--- src/rtl/mealy_seq_detector_param.sv ---
//------------------------------------------------------------------------------
// mealy_seq_detector_param : serial Mealy pattern detector with saturating match counter
// Revision: 1.0
//------------------------------------------------------------------------------
`default_nettype none

module mealy_seq_detector_param #(
   parameter int           N       = 5,
   parameter logic [N-1:0] PATTERN = 5'b11011,
   parameter int           OVERLAP = 0,
   parameter int           COUNT_W = 8
) (
   input  logic               clk,
   input  logic               rst,
   input  logic               in,
   input  logic               en,
   input  logic               clear,
   output logic               out,
   output logic [COUNT_W-1:0] match_count
);

   localparam int             FILL_W    = (N > 2) ? $clog2(N) : 1;
   localparam logic [FILL_W-1:0] FILL_FULL = FILL_W'(N - 1);

   generate
      if (N < 2 || N > 16) begin : g_bad_n
         $error("mealy_seq_detector_param: N must be in 2..16");
      end
   endgenerate

   logic [FILL_W-1:0]  fill_q, fill_d;
   logic [N-2:0]       hist_q, hist_d;
   logic [N-2:0]       hist_shift;
   logic [COUNT_W-1:0] count_q, count_d;
   logic               match;

   // A 2-bit pattern keeps a single history bit, so the shift collapses to a load.
   generate
      if (N == 2) begin : g_hist_n2
         assign hist_shift = in;
      end else begin : g_hist_wide
         assign hist_shift = {hist_q[N-3:0], in};
      end
   endgenerate

   assign match       = en && (fill_q == FILL_FULL) && ({hist_q, in} == PATTERN);
   assign out         = match;
   assign match_count = count_q;

   always_comb begin
      fill_d  = fill_q;
      hist_d  = hist_q;
      count_d = count_q;
      if (clear) begin
         fill_d  = '0;
         hist_d  = '0;
         count_d = '0;
      end else if (en) begin
         if (match && OVERLAP == 0) begin
            fill_d = '0;
            hist_d = '0;
         end else begin
            hist_d = hist_shift;
            fill_d = (fill_q == FILL_FULL) ? fill_q : fill_q + 1'b1;
         end
         if (match && count_q != {COUNT_W{1'b1}}) begin
            count_d = count_q + 1'b1;
         end
      end
   end

   always_ff @(posedge clk or negedge rst) begin
      if (!rst) begin
         fill_q  <= '0;
         hist_q  <= '0;
         count_q <= '0;
      end else begin
         fill_q  <= fill_d;
         hist_q  <= hist_d;
         count_q <= count_d;
      end
   end

endmodule

`default_nettype wire

--- config.mk ---
export PLATFORM = sky130hd
export DESIGN_NAME = mealy_seq_detector_param
export DESIGN_NICKNAME = d
export VERILOG_FILES = /design/src/rtl/mealy_seq_detector_param.sv
export SDC_FILE = /design/constraint.sdc
export NUM_CORES = 1
export LEC_CHECK = 0
export BUFFER_PORTS_ARGS = -buffer_cell sky130_fd_sc_hd__buf_2
export CELL_PAD_IN_SITES_DETAIL_PLACEMENT = 1
export CELL_PAD_IN_SITES_GLOBAL_PLACEMENT = 1
export CORE_MARGIN = 1.5
export CORE_UTILIZATION = 40
export DETAILED_ROUTE_END_ITERATION = 10
export GPL_ROUTABILITY_DRIVEN = 0
export PLACE_DENSITY = 0.73
export SLEW_MARGIN = 20
export SYNTH_ARGS = -nofsm -noshare
export SYNTH_HDL_FRONTEND = slang
export SYNTH_SLANG_ARGS = --single-unit
--- constraint.sdc ---
create_clock -name clk -period 4.1 [get_ports clk]
set_input_delay 0.205 -clock clk [delete_from_list [all_inputs] [get_ports clk]]
set_output_delay 0.205 -clock clk [all_outputs]
set_load 0.03 [all_outputs]
==> run_results.csv <==
group,metric,value,unit
synthesis,synth-compound-area-share,0.147,
synthesis,synth_cells,83,
synthesis,yosysTopAreaCellShare,0.424,
synthesis,yosys.area_share.simple,0.284,
die,initial_core_util,0.437,
run,maxCapViolCount,0,
cts,htree_levels,1,
synthesis,ys_warn_count,0,
die,dieHeight,50.0,um
timing,slew_headroom,0.743,
min_path,hold_class,"input port to flip-flop",
grt,grt_pass1_wl,3.15,mm
drt,dr_total_vias,680,
die,io-pin-count,14,
synthesis,synthMuxAreaShare,0.0453,
synthesis,synth-seq-area-share,0.424,
synthesis,synth_top_cell_by_area,"dfrtp_1",
placed_design,io_buffers,13,
drt,avgViaCountPerCell,5.40,
die,row_count,16,
timing,tns,0,ns
timing,drv_slew,0,
grt,antenna_found_initial,0,
placed_design,dpl.hpwl,1.37,mm
cts,tritoncts,"built",
synthesis,synth.avg_cell_area,10.7,um^2
finish,drive_above_1_share,0.303,
timing,finalWorstSetupSlack,2.12,ns
grt,grt-ovfl-total,0,
cts,ctsLongestPathBuffers,2,
drt,wl,1.80,mm
timing,hold_viol,0,
setup_path,arrival,1.77,ns
cts,ctsResizeCount,0,
setup_path,path_cells,"inv_1, ha_1, nand4_4, or2_4, inv_2, buf_2",
drt,drc,0,
finish,layoutNonFillerInstCount,126,
setup_path,required,3.89,ns
synthesis,synth_xor_area_frac,0.0297,
cts,cts.root.buffer_cell,"clkbuf_4",
die,die_x,50.0,um
cts,clkSinkCount,15,
timing,rsz0062_at_grt,"false",
finish,layout_common_cells,"dfrtp_1 (15), buf_2 (13), nor2_1 (8), nand2_1 (6), nand3_1 (6)",
min_path,hold_depth,3,
cts,hold_buffers,1,
cts,clk_latency,0.28,ns
grt,met3_usage,0.0364,
synthesis,syn-num-nets,91,
setup_path,crit_path_start_kind,"flip-flop",
setup_path,slowest_delay,0.42,ns
finish,nNetsFinal,108,
cts,cts_made_buffers,3,
finish,antennaDiodeCount,0,
setup_path,worstSetupEndpointType,"primary output",
die,core_area,2020,um^2
setup_path,rr_worst_depth,5,
timing,fin_crit,1.98,ns
power,peakVddDrop,0.151,mV
synthesis,ys_ff_latch,15,
finish,areaGrowthSynthToFinish,14.3,%
synthesis,syn_area,885,um^2
drt,drtAntennaViolNets,0,
placed_design,post-place-ws,2.30,ns
timing,finalSetupViolations,0,
setup_path,crit_slowest_cell,"dfrtp_1",
cts,path_clk_slew,0.09,ns
setup_path,criticalPathCategory,"flip-flop to primary output",
synthesis,synth_top_family_by_area,"simple AND/OR/NAND/NOR gates",
timing,clock.fmax,506,MHz
die,die-area,2500,um^2
synthesis,synthDistinctLibCells,35,
synthesis,synthAdderAreaFrac,0.0424,
finish,fin_util,0.500,
cts,post_cts_buffers,0,
grt,grt_use_met2,0.268,
outcome,status,"completed",
power,p_leak,0.458,nW
grt,grt_use_total,0.165,
power,p_per_area,259,nW/um^2
timing,finClkSkew,0.00466,ns
drt,dr.first_iter.drc_count,4,
grt,grtUsageMet1,0.216,
drt,first_pass_iters,4,
drt,wl_per_cell,14.3,um
grt,grt_max_degree,16,
synthesis,synth_area_leaders,"dfrtp_1 (42%), mux2i_1 (4.5%), ha_1 (4.2%)",
timing,worst_pin_slew,0.386,ns
setup_path,cp_max_fo,6,
timing,fin_crit_sh,0.482,
grt,grt_pass1_vias,692,
grt,grt.busiest_layer,"met2",
finish,final_common_cell,"dfrtp_1",
placed_design,dp.cells,121,
path summary, 6_finish.rpt:
| kind | startpoint | endpoint | slack [ns] |
|---|---|---|---|
| worst max-delay path | fill_q[0] | out | 2.12 |
| worst min-delay path | in | hist_q[0] | 0.22 |
| worst max register to register | match_count[0] | match_count[5] | 2.30 |
| worst min register to register | fill_q[1] | fill_q[1] | 0.57 |
| max in group asynchronous | rst | hist_q[1] | 3.48 |
| min in group asynchronous | rst | match_count[5] | 0.36 |
through the flow:
| stage | hold slack [ns] | area [um^2] | power, mW |
|---|---|---|---|
| after floorplan | -0.0906 | 885 | 0.169 |
| after global placement | 0.132 | 975 | 0.177 |
| after detailed placement | 0.140 | 975 | 0.178 |
| after CTS | 0.209 | 1010 | 0.266 |
| after global routing | 0.219 | 1010 | 0.275 |
| final | 0.221 | 1010 | 0.262 |
Yosys cell counts:
cell type and n:
and4_4 1, o21ai_2 1, nand2_1 6, buf_2 1, a21oi_1 5, nand4_4 1
a21o_1 1, a211oi_2 1, and2_1 1, or2_4 1, a31o_2 2, nor2_1 8
ha_1 3, mux2i_1 4, a2111oi_2 1, a31o_1 1, clkbuf_1 1, nand3_2 1
nand2b_1 4, and3_1 1, a211oi_1 1, nor3b_1 1, and3_4 1, nor3_1 1
nor4_2 1, nand3b_1 1, xnor2_1 3, inv_1 3, inv_2 1, nor4_1 1
nand4b_4 1, nand4_1 1, dfrtp_1 15, nand3_1 6, a2111oi_4 1
layout make-up:
cell class,count,area [um^2]
fillers,235,1010
multi-input cells,62,485
flip-flops and latches,15,375
repair buffers,14,75.1
well taps,27,33.8
clock buffers,4,26.3
inverters,4,15.0
layer usage:
metal,vias up,wire length (um)
met1,340,859
met5,-,0
met2,9,880
met3,2,50
met4,0,12
li1,329,-
cell families after synthesis:
logic type               after synthesis
AND/OR/NAND/NOR                       38
flip-flops                            15
AO/OA/AOI/OAI                         14
buffers and inverters                  6
multiplexers                           4
XOR/XNOR                               3
adder cells (fa/ha/maj)                3
worst max-delay path: cells and delay by family, from the launching register on:
kind          cells  cell delay, ns
buf+inv           3            0.35
flops             1            0.42
simple gates      2            0.50
fa+ha+maj         1            0.22
power breakdown:
| part | leakage [nW] | switching (mW) | total [mW] | internal (mW) |
|---|---|---|---|---|
| clock | 0.0150 | 0.0486 | 0.0864 | 0.0377 |
| combinational | 0.236 | 0.0133 | 0.0217 | 0.00842 |
| sequential | 0.207 | 0.00291 | 0.153 | 0.151 |
sequential cells by signal (all words and copies together) (netlist names):
register,count
fill_q,3
match_count,8
hist_q,4
(Power assumes the default switching activity.)
